File: config.mk
export PLATFORM = sky130hd
export DESIGN_NAME = obf_seq
export DESIGN_NICKNAME = d
export VERILOG_FILES = /design/src/rtl/obf_seq_pkg.sv /design/src/rtl/obf_seq.sv
export SDC_FILE = /design/constraint.sdc
export NUM_CORES = 1
export LEC_CHECK = 0
export CORE_ASPECT_RATIO = 0.8
export CORE_MARGIN = 1
export CORE_UTILIZATION = 36
export CTS_CLUSTER_SIZE = 10
export DETAILED_ROUTE_END_ITERATION = 7
export MAX_ROUTING_LAYER = met4
export PLACE_DENSITY_LB_ADDON = 0.15
export SLEW_MARGIN = 10
export SYNTH_ARGS = -nofsm -noshare
export SYNTH_HDL_FRONTEND = slang
export SYNTH_SLANG_ARGS = --single-unit
File: constraint.sdc
create_clock -name clk -period 2.75 [get_ports clk]
set_input_delay 0.55 -clock clk [delete_from_list [all_inputs] [get_ports clk]]
set_output_delay 0.55 -clock clk [all_outputs]
set_load 0.05 [all_outputs]
File: src/rtl/obf_seq_pkg.sv
// rtl/obf_seq_pkg.sv - shared widths and state encoding for the obfuscation sequencer
package obf_seq_pkg;

  localparam int OBF_PPC_WIDTH  = 4;
  localparam int OBF_KEY_WIDTH  = 8;
  localparam int OBF_INSN_WIDTH = 32;

  typedef enum logic [1:0] {
    ST_IDLE = 2'd0,
    ST_RUN  = 2'd1,
    ST_PASS = 2'd2
  } obf_state_e;

endpackage

File: src/rtl/obf_seq.sv
// rtl/obf_seq.sv - expands each fetched word into a generator-driven substitution sequence
// or passes it through, one output word per handshake toward decode.
module obf_seq
  import obf_seq_pkg::*;
(
  input  logic                      clk,
  input  logic                      rst,
  input  logic                      obf_en,
  input  logic [OBF_KEY_WIDTH-1:0]  obf_key_i,
  input  logic                      in_valid,
  input  logic [OBF_INSN_WIDTH-1:0] in_insn,
  output logic                      in_ready,
  input  logic                      flush,
  output logic [OBF_INSN_WIDTH-1:0] gen_ref_insn,
  output logic [OBF_PPC_WIDTH-1:0]  gen_ppc,
  output logic [OBF_KEY_WIDTH-1:0]  gen_key,
  input  logic [OBF_INSN_WIDTH-1:0] gen_insn,
  input  logic                      gen_last,
  input  logic                      gen_skip,
  output logic                      out_valid,
  output logic [OBF_INSN_WIDTH-1:0] out_insn,
  input  logic                      out_ready,
  output logic                      out_first,
  output logic                      err_ovf
);

  localparam logic [OBF_PPC_WIDTH:0] PPC_ONE = (OBF_PPC_WIDTH+1)'(1);

  obf_state_e                r_state, w_state_nxt;
  logic [OBF_PPC_WIDTH-1:0]  r_ppc, w_ppc_nxt;
  logic [OBF_INSN_WIDTH-1:0] r_insn, w_insn_nxt;
  logic [OBF_KEY_WIDTH-1:0]  r_key, w_key_nxt;
  logic                      r_ovf, w_ovf_nxt;

  logic [OBF_PPC_WIDTH:0] w_ppc_sum;
  logic                   w_wrap;
  logic                   w_hs;
  logic                   w_term;
  logic                   w_accept;

  always_ff @(posedge clk or negedge rst) begin
    if (!rst) begin
      r_state <= ST_IDLE;
      r_ppc   <= '0;
      r_insn  <= '0;
      r_key   <= '0;
      r_ovf   <= 1'b0;
    end else begin
      r_state <= w_state_nxt;
      r_ppc   <= w_ppc_nxt;
      r_insn  <= w_insn_nxt;
      r_key   <= w_key_nxt;
      r_ovf   <= w_ovf_nxt;
    end
  end

  always_comb begin
    w_state_nxt = r_state;
    w_ppc_nxt   = r_ppc;
    w_insn_nxt  = r_insn;
    w_key_nxt   = r_key;
    w_ovf_nxt   = 1'b0;
    out_insn    = r_insn;
    out_first   = 1'b0;
    w_term      = 1'b0;

    // Carry out of the extended sum means the pointer would wrap.
    w_ppc_sum = {1'b0, r_ppc} + PPC_ONE + {{OBF_PPC_WIDTH{1'b0}}, gen_skip};
    w_wrap    = w_ppc_sum[OBF_PPC_WIDTH];

    case (r_state)
      ST_RUN: begin
        out_insn  = gen_insn;
        out_first = (r_ppc == '0);
        w_term    = gen_last | w_wrap;
      end
      ST_PASS: begin
        out_first = 1'b1;
        w_term    = 1'b1;
      end
      default: ;
    endcase

    out_valid = (r_state != ST_IDLE);
    w_hs      = out_valid & out_ready;
    in_ready  = !flush & ((r_state == ST_IDLE) | (w_hs & w_term));
    w_accept  = in_valid & in_ready;

    if (flush) begin
      w_state_nxt = ST_IDLE;
      w_ppc_nxt   = '0;
    end else begin
      if (w_hs && w_term) begin
        w_state_nxt = ST_IDLE;
      end else if (w_hs && r_state == ST_RUN) begin
        w_ppc_nxt = w_ppc_sum[OBF_PPC_WIDTH-1:0];
      end
      if (w_hs && r_state == ST_RUN && !gen_last && w_wrap) begin
        w_ovf_nxt = 1'b1;
      end
      // A fresh word may be taken in the same cycle the current one terminates.
      if (w_accept) begin
        w_state_nxt = obf_en ? ST_RUN : ST_PASS;
        w_ppc_nxt   = '0;
        w_insn_nxt  = in_insn;
        w_key_nxt   = obf_key_i;
      end
    end
  end

  assign gen_ref_insn = r_insn;
  assign gen_ppc      = r_ppc;
  assign gen_key      = r_key;
  assign err_ovf      = r_ovf;

endmodule

# Word-level counts from Yosys, hierarchy flattened
# Index checks and enable logic that the tools add are counted.
[word_totals]
word_cells = 43
regBits = 47
inputBits = 80
[op_classes]
n_addsub = 2
n_mux = 13
n_reduce_logical = 13
n_eq_ne = 3
bitwise = 7
[op_table]
columns = ["op", "count"]
rows = [
  ["32-bit two-way mux", 1],
  ["4-bit two-way mux", 4],
  ["2-bit two-way mux", 4],
  ["3-bit nonzero test", 2],
  ["4-bit by 1-bit adder with 5-bit output (second input constant)", 1],
  ["5-bit by 1-bit adder with 5-bit output", 1],
  ["1-bit bitwise AND", 4],
  ["1-bit logical AND", 4],
  ["4-bit logical NOT", 1],
  ["1-bit case mux with 2 select lines", 2],
  ["2-bit AND reduction", 2],
  ["3-bit inequality test (second input constant)", 1],
  ["2-bit by 1-bit equality test with 1-bit output (second input constant)", 1],
  ["2-bit equality test (second input constant)", 1],
  ["1-bit logical NOT", 2],
  ["2-bit logical NOT", 1],
  ["1-bit two-way mux", 2],
  ["1-bit OR", 2],
  ["2-bit nonzero test", 1],
  ["1-bit NOT", 1],
]

# Longest topological paths before layout
# Gate-level depths: netlist of the first run.
[logic_depth]
word_depth = 10
depth_mapped = 10

# Worst setup path after synthesis of the first run
# No wires, ideal clock.
[synth_timing]
path_kind = "flip-flop to flip-flop"
startpoint = "reg r_ppc[0], in the netlist gen_ppc[0]"
endpoint = "reg r_key[7], in the netlist gen_key[7]"
setup_slack_ns = -0.357
arrival_time_ns = 2.979
setup_ns = 0.127
required_ns = 2.623
path_stages_with_launch = 11
path_buffers = 2
path_cell_list = "dfrtp_1 > inv_1 > ha_1 > inv_1 > ha_1 > a31oi_1 > a221oi_2 > and2_1 > buf_6 > buf_6 > mux2_1"
[synth_between]
elab_chain_len = 9
[synth_rtl]
columns = ["element", "line", "text"]
rows = [
  ["start: declaration", "obf_seq.sv:30", "logic [OBF_PPC_WIDTH-1:0] r_ppc, w_ppc_nxt;"],
  ["start signal: assignment", "obf_seq.sv:50", "r_ppc <= w_ppc_nxt;"],
  ["4-bit by 1-bit adder with 5-bit output", "obf_seq.sv:68", "w_ppc_sum = {1'b0, r_ppc} + PPC_ONE + {{OBF_PPC_WIDTH{1'b0}}, gen_skip};"],
  ["5-bit by 1-bit adder with 5-bit output", "obf_seq.sv:68", ""],
  ["1-bit OR", "obf_seq.sv:75", "w_term = gen_last | w_wrap;"],
  ["1-bit case mux with 2 select lines", "obf_seq.sv:71", "case (r_state)"],
  ["1-bit bitwise AND", "obf_seq.sv:86", "in_ready = !flush & ((r_state == ST_IDLE) | (w_hs & w_term));"],
  ["1-bit OR", "obf_seq.sv:86", ""],
  ["1-bit bitwise AND", "obf_seq.sv:86", ""],
  ["via in_ready", "obf_seq.sv:12", "output logic in_ready,"],
  ["1-bit bitwise AND", "obf_seq.sv:87", "w_accept = in_valid & in_ready;"],
  ["2-bit AND reduction (no source line)", "-", ""],
  ["end signal: assignment", "obf_seq.sv:52", "r_key <= w_key_nxt;"],
  ["end: declaration", "obf_seq.sv:32", "logic [OBF_KEY_WIDTH-1:0] r_key, w_key_nxt;"],
]
# The timed path passes the listed nets, and every way through them passes these cells.
# A chain may end at the register's enable or synchronous reset.

# Worst setup path in the final report of the first run
[layout_timing]
startpoint = "in gen_skip"
endpoint = "out in_ready"
[layout_between]
elab_chain_len = 6
[layout_rtl]
columns = ["element", "line", "text"]
rows = [
  ["start: declaration", "obf_seq.sv:19", "input logic gen_skip,"],
  ["5-bit by 1-bit adder with 5-bit output", "obf_seq.sv:68", ""],
  ["1-bit OR", "obf_seq.sv:75", ""],
  ["1-bit case mux with 2 select lines", "obf_seq.sv:71", ""],
  ["1-bit bitwise AND", "obf_seq.sv:86", ""],
  ["1-bit OR", "obf_seq.sv:86", ""],
  ["1-bit bitwise AND", "obf_seq.sv:86", ""],
  ["end: declaration", "obf_seq.sv:12", ""],
]
# Every way passes these cells.

==> impl_summary.md, run 1 <==
Outcome
The run finished with clean final reports.

Finish
The net count of the finished layout is about 420. The share of layout cells above drive strength 1 is 0.199. The repair_antennas step left the layout with diodes totalling 0.

After the flow finishes, the layout carries non-filler instances totaling 420. Relative to the synthesized area, the layout overhead comes to 75.2%. After routing the design area is 4170 um2.

Power
The worst ir drop on vdd is 0.643 mV. The ratio of total power to cell area is 1010 nW/um2. The analysis attributes to cell leakage a power of 1.72 nW.

Timing
The number of hold violations in the final report is 0. Setup repair after global routing left no endpoint under its margin. The clock arrives with 0.00566 ns of skew. For the pin with the worst max-slew slack, the measured transition is 0.590 ns. In the final timing run, aggregate negative setup slack is 0 ns.

The final period demand of the worst path is 2.64 ns. The top achievable clock speed is 0.378 GHz. The share of the clock period used by the worst path after layout is 0.961. The final worst-path setup slack is 0.107 ns. The worst hold slack is 0.331 ns. Setup violations remaining at the end of the flow were counted as 0. The count of pins over their slew limit is 0. The relative slew slack is 0.606.

Yosys
The fraction of the yosys area taken by sequential cells is 0.494. The most used flip-flop cell after synthesis is dfrtp_1. The area share of the largest cell type after synthesis is 0.494. The synthesized design contains 47 register bits. The synthesized netlist occupies a cell area of 2380 um2.

The number of enable flip-flop cells after synthesis is 0. The biggest area contributor in the post-synthesis netlist is dfrtp_1. Synthesis handed over a netlist of 173 instances.

Sorting the synthesized cells by area gives the leading types as dfrtp_1, mux2_1, mux2_2, ha_1, buf_6. The synthesized area per cell is 13.8 um2. The number of warning messages in the yosys log is 0. After synthesis, the most frequently instantiated cells are mux2_1, dfrtp_1, mux2_2. The count of cell types in the netlist is 32. In the post-synthesis netlist, the cell with the most instances is mux2_1. The synthesized net count is 258. The share of synthesized registers carrying an async set or reset is 1.00.

Die
The area inside the core boundary is 6380 um2. The floorplan die area is just under 7000 um2. The floorplan has 26 rows. The floorplan step set the die width to 93.0 um. The top-level I/O count is 160. The starting density of the core is 0.374. From bottom edge to top edge, the die measures 74.8 um.

Global route
The initial antenna violation count is 0. The maximum number of pins on one net before global-route repair is 48. In the global route stage, overall resource usage came out at 0.185.

The global route total overflow is 0. The via count of the first global-routing pass is 1875. The first global-routing pass estimated 9510 um of wire.

Worst setup path
The critical path arrival is 2.09 ns. Among all stages on the critical path, the largest delay is contributed by clkdlybuf4s50_1. The cell type group with the largest total delay on the critical path is buffers and inverters. The signal on the critical path passes through clkdlybuf4s50_1, inv_1, ha_1, inv_2, ha_4, a31oi_4, a221oi_4, buf_4, buf_12. The worst setup path is launched from an input port. Along the worst path, the maximum fanout reaches 2. The kind of capture point of the worst setup path is an output pin.

The type of the worst setup path is input port to output pin. The required time of the critical path is 2.20 ns. The critical path's largest stage delay is 0.46 ns. The count of buffering cells on the critical path with inverters included is 5.

Placed design
The placed wire-length estimate is 4840 um. The placed instance area is around 4000 um2. The cell total after placement is 413.

The pre-CTS worst setup slack is -0.0402 ns. At the end of routability-driven placement, the weighted congestion stood at 0.790. The count of port buffers added during placement is 159.

Detailed routing
The final wirelength is around 6400 um. The length of the first detailed-routing pass in iterations is 4. The average wire length per cell after detail routing is 15.1 um. The post-route DRC violation count is 0. The count of nets left with antenna violations once routing finished came out at 0. The via density per instance is between 4 and 5. For this block, the initial DRC count from the detailed router was 39. The via count is 2007.

Clock tree
The source-to-sink clock delay at the later pin of the worst-skew pair is 0.29 ns. The post-CTS setup buffer count is 0. The maximum number of buffers from clock root to sink is 2. After clock tree synthesis, the clock-pin slew on the worst setup and hold paths is 0.08 ns. The clock buffer count from CTS is 5.

The quantity of gates resized following cts is 0. The CTS tree is done. The number of buffers added to fix hold violations after cts is 0. The clock net in this run drives a total of 47 sinks. Clock tree synthesis selected as its root buffer the cell clkbuf_8.

CTS built an H-tree with a depth of 2.

Worst hold path
The tightest min-delay check is of the input port to asynchronous set/reset pin type.

Flow run
Across the run, the number of max-cap violations was 0.
where the power goes:
part	switching, mW	total (mW)	internal, mW
Clock	0.225	0.492	0.267
Combinational	1.76	2.71	0.946
Sequential	0.141	1.04	0.897
layout by cell type, fill, tap and decap left out, types with 2 or more instances in the layout:
cell type / count
clkbuf_8: 5
xnor2_1: 2
buf_12: 5
dfrtp_1: 46
buf_4: 36
nor4_1: 2
a22o_1: 2
ha_1: 3
mux2_2: 10
clkdlybuf4s50_1: 124
mux2_1: 62
a21oi_1: 2
nand2_1: 2
nor3_1: 3
nor2_1: 2
inv_1: 7
per-layer routing:
layer | GRT usage | vias to the layer above | wire [um]
met2 | 0.310 | 88 | 3100
met1 | 0.228 | 960 | 2730
met3 | 0.0535 | 2 | 517
li1 | - | 957 | -
met4 | 0.0308 | 0 | 17
met5 | - | - | 0
through the flow:
step / util / power [mW]
after floorplan: - / 2.83
after global placement: 0.634 / 3.75
after detailed placement: 0.634 / 3.77
after CTS: 0.650 / 4.28
after global routing: 0.655 / 4.42
final: 0.655 / 4.24
sequential cells by signal (all words and copies together) (netlist names):
name / count
gen_ref_insn: 32
r_state: 2
gen_ppc: 4
err_ovf: 1
gen_key: 8
area by class of cell:
class,instances,area (um2)
fillers,510,2200
inverters,8,30.0
flip-flops and latches,47,1180
multi-input cells,108,1140
well taps,84,105
repair buffers,166,1620
clock buffers,6,72.6
clock inverters,1,30.0
logic make-up (layout without fill, tap and decap cells):
logic type,after synthesis,count (layout),synth area share
DFF,47,47,0.494
adders and majority gates,5,5,0.0263
muxes,73,73,0.345
buffers and inverters,18,181,0.0446
AOI/OAI and AO/OA,14,14,0.0525
and+or+nand+nor,14,14,0.0310
xor gates and xnor gates,2,2,0.00735
worst paths after layout:
kind                       slack [ns]  depth (start not counted)                           end                    from
max in group asynchronous        1.99                          2        gen_ppc[0]$_DFFE_PN0P_                     rst
min in group clk                 0.49                          1        gen_key[5]$_DFFE_PN0P_  gen_key[5]$_DFFE_PN0P_
setup reg to reg                 0.51                          7        gen_key[3]$_DFFE_PN0P_  r_state[0]$_DFFE_PN0P_
hold reg to reg                  0.49                          1        gen_key[5]$_DFFE_PN0P_  gen_key[5]$_DFFE_PN0P_
setup / recovery                 0.11                          9                      in_ready                gen_skip
hold / removal                   0.33                          2  gen_ref_insn[21]$_DFFE_PN0P_                     rst
(Power assumes the default switching activity.)
==> inputs of run 2 (changes only) <==
ABC_AREA = 1   (was not set)
CORE_UTILIZATION = 37   (was 36)
==> run 2 against run 1 <==
  * Sequential share of layout area fell by 0.89 points
  * Non-clock buffer count up 2
  * Clock skew about the same
  * Clock-buffer cell count is the same
  * Area after synthesis is 7.9% higher
  * Largest cell class unchanged
  * Sequential cell count is the same
  * Critical path type unchanged
  * Sequential power decreased by 13%
  * Register-to-register slack gained 0.08 ns
  * Die area rose by 4.8%
  * Clock power rose by 9.1%
  * Via count up 43%
  * Synthesized cell count is 100% higher
==> impl_summary.md, run 2 <==
Outcome
Run status: finished, final reports clean (unchanged).

Finish
The number of cells in the finished layout apart from fillers is 588 (was 420). The post-route cell area came to 4310 um2 (was 4170 um2). The number of filler cells placed in the layout is 543 (was 510). The most common library cell in the layout ignoring fill and taps is nand2_1 (was clkdlybuf4s50_1). The flip-flop count of the largest register after layout is 32 (unchanged). The share of layout cells above drive strength 1 is 0.127 (was 0.199). The total number of nets in the final design was 588 (was 421).

Top library cells by usage in the layout, fill and taps aside: nand2_1, clkdlybuf4s50_1, dfrtp_1 (was clkdlybuf4s50_1, mux2_1, dfrtp_1). The post-route core utilization was 0.658 (was 0.655). The layout-stage area growth over the synthesis result is 67.5% (was 75.2%). The total inserted antenna cells is 0 (unchanged).

Yosys
The count of cell types in the netlist came to 20 (was 32). The primary flip-flop cell chosen by synthesis mapping is dfrtp_1 (unchanged). The post-synthesis cell area is 2570 um2 (was 2380 um2).

The number of enable flip-flop cells after synthesis is 0 (unchanged). The synthesized net count came to 438 (was 258). The most common cell in the synthesized netlist is nand2_1 (was mux2_1). Largest cells by area after synthesis: dfrtp_1, nand2_1, nand4_1, ha_1, clkbuf_1 (was dfrtp_1, mux2_1, mux2_2, ha_1, buf_6). The number of flip-flops and latches in the synthesized netlist is 47 (unchanged).

The number of warning messages in the yosys log was 0 (unchanged). The fraction of the yosys area taken by sequential cells is 0.458 (was 0.494). The cell type with the largest total area after synthesis is dfrtp_1 (unchanged). The synthesized area per cell came to 7.28 um2 (was 13.8 um2). The share of synthesized registers carrying an async set or reset came to 1.00 (unchanged). The number of instances in the synthesized netlist is 353 (was 173). The area share of the largest cell type after synthesis is 0.458 (was 0.494).

Top cells by count, synth: nand2_1, dfrtp_1, nand4_1 (was mux2_1, dfrtp_1, mux2_2).

Worst setup path
The type of origin of the critical path is an input port (unchanged). The kind of capture point of the worst setup path is an output pin (unchanged). The cell seen most often among critical-path stages is nand2_1. The critical path arrival came to 2.10 ns (was 2.09 ns). The required time of the critical path is 2.20 ns (about the same). The type of the worst setup path is input port to output pin (unchanged). The critical-path maximum fanout is 3 (was 2).

The cell type of the slowest stage on the worst timing path is clkdlybuf4s50_1 (unchanged). The number of cell instances on the worst register-to-register path came to 12 (was 7). Cell chain of the critical path: clkdlybuf4s50_1, inv_1, ha_2, inv_2, ha_4, nand3_2, nand2_1, nand2_1, nand2_1, nand2_2, a21oi_4, buf_12 (was clkdlybuf4s50_1, inv_1, ha_1, inv_2, ha_4, a31oi_4, a221oi_4, buf_4, buf_12). The critical path's largest stage delay came to 0.46 ns (about the same).

Die
The floorplan die area is 7290 um2 (was 6950 um2). The area inside the core boundary is 6540 um2 (was 6380 um2). The die outline width came to 95.2 um (was 93.0 um). The starting density of the core came to 0.393 (was 0.374). The cell row count was 26 (unchanged).

The top-level I/O count was 160 (unchanged). The die boundary height is 76.5 um (was 74.8 um).

Timing
The relative slew slack was 0.598 (was 0.606). The number of hold violations in the final report is 0 (unchanged). The worst hold slack is 0.336 ns (was 0.331 ns). The final worst-path setup slack is 0.102 ns (was 0.107 ns). The final period demand of the worst path is 2.65 ns (was 2.64 ns). The largest clock skew in the final design is 0.00553 ns (was 0.00566 ns).

The setup violation total in the final timing report is 0 (unchanged). The sum of negative setup slack is 0 ns (unchanged). The share of the clock period used by the worst path after layout is 0.963 (was 0.961). The actual slew at the worst max-slew pin is 0.603 ns (was 0.590 ns).

The top achievable clock speed is 0.378 GHz (about the same). The count of pins over their slew limit is 0 (unchanged).

Detailed routing
The final wirelength is 8000 um (was 6360 um). The length of the first detailed-routing pass in iterations came to 4 (unchanged). The starting DRC count in detailed routing was 102 (was 39). The post-route DRC violation count is 0 (unchanged).

The average wire length per cell after detail routing is 13.6 um (was 15.1 um). The routed length on met3 came to 576 um (was 517 um). The number of nets with antenna violations after routing is 0 (unchanged).

The met2 wire length came to 3960 um (was 3100 um). The via count came to 2862 (was 2007). The highest routing layer actually used is met4 (unchanged). The length of routed wiring on met1 was 3420 um (was 2730 um). The via density per instance was 4.87 (was 4.78).

Clock tree
The depth of the CTS H-tree was 2 (unchanged). The clock root buffer master is clkbuf_8 (unchanged). The number of buffers added to fix hold violations after cts came to 0 (unchanged). The source-to-sink clock delay at the later pin of the worst-skew pair was 0.29 ns (about the same).

The CTS tree was done (unchanged). The clock buffer count from CTS is 5 (unchanged). The CTS sink count is 47 (unchanged). The clock transition at the register clock pins on the worst setup and hold paths after CTS is 0.09 ns (was 0.08 ns).

The maximum number of buffers from clock root to sink came to 2 (unchanged).

Global route
The overall routing resource usage was 0.235 (was 0.185). The global route total overflow is 0 (unchanged). The initial antenna violation count is 0 (unchanged). The maximum number of pins on one net before global-route repair was 48 (unchanged).

The wire length of the first global-routing pass is 13400 um (was 9510 um). The via count of the first global-routing pass is 2786 (was 1875).

Placed design
The count of port buffers added during placement came to 159 (unchanged). The placed wire-length estimate is 5650 um (was 4840 um). The placed instance area is 4150 um2 (was 4040 um2). The global placement routability congestion is 0.806 (was 0.790). The pre-CTS worst setup slack came to 0.00640 ns (was -0.0402 ns).

The cell total after placement is 580 (was 413).

Power
The power consumption is 3.14 mW (was 4.24 mW). The ratio of total power to cell area is 728 nW/um2 (was 1010 nW/um2). The leakage component of the power is 2.15 nW (was 1.72 nW). The worst ir drop on vdd came to 0.379 mV (was 0.643 mV).

Worst hold path
The class of the tightest hold or removal check is input port to asynchronous set/reset pin (unchanged).

Flow run
The number of violations of the max-capacitance limit was 0 (unchanged).
==> run 2: changes by cell type after synthesis, moves of 4 or more <==
cell / change
mux2_1: -62
mux2_2: -10
clkbuf_1: +14
inv_1: +6
nand2_1: +193
nand3_1: +4
nand4_1: +42
==> run 2: worst paths after layout <==
check                      slack, ns                    from                      endpoint
max in group asynchronous       2.00                     rst  gen_ref_insn[16]$_DFFE_PN0P_
setup / recovery                0.10                gen_skip                      in_ready
hold reg to reg                 0.48  gen_key[0]$_DFFE_PN0P_        gen_key[0]$_DFFE_PN0P_
hold / removal                  0.34                     rst        gen_ppc[3]$_DFFE_PN0P_
min in group clk                0.48  gen_key[0]$_DFFE_PN0P_        gen_key[0]$_DFFE_PN0P_
setup reg to reg                0.59  r_state[1]$_DFFE_PN0P_  gen_ref_insn[30]$_DFFE_PN0P_
==> run 2: where the power goes <==
group          switching, mW  total, mW  internal (mW)
clock                  0.238      0.537          0.299
combinational           1.14       1.69          0.551
sequential            0.0973      0.906          0.809
total                   1.48       3.14           1.66
==> run 2: final cells by class <==
type | count | area [um2] | area share
repair buffers | 168 | 1610 | 0.375
clock inverters | 2 | 38.8 | 0.00901
multi-input cells | 264 | 1220 | 0.285
flip-flops and latches | 47 | 1180 | 0.273
inverters | 17 | 63.8 | 0.0148
well taps | 84 | 105 | 0.0244
clock buffers | 6 | 82.6 | 0.0192
==> run 2: kinds of logic (layout without fill, tap and decap cells) <==
group           after synthesis  count (layout)  share of synthesized area
compound gates                7               7                     0.0166
fa+ha+maj                     5               5                     0.0243
buf+inv                      42             193                     0.0789
flops                        47              47                      0.458
simple gates                252             252                      0.423
==> run 2: worst max-delay path, delay by kind of cell <==
kind / cells / cell delay (ns)
compound gates: 1 / 0.18
fa+ha+maj: 2 / 0.30
simple gates: 5 / 0.35
buf+inv: 4 / 0.71
==> run 2: repair_timing <==
action                                  4_1_cts  5_1_grt
endpoints found under the hold margin         0        0
resized for setup                             0        7
buffers inserted                              0        0
endpoints found under the setup margin        0        1
==> run 2: metal layers <==
metal	vias to the layer above	global-route usage
li1	1436	-
met3	4	0.0579
met4	0	0.0379
met5	-	-
met1	1325	0.295
met2	97	0.387
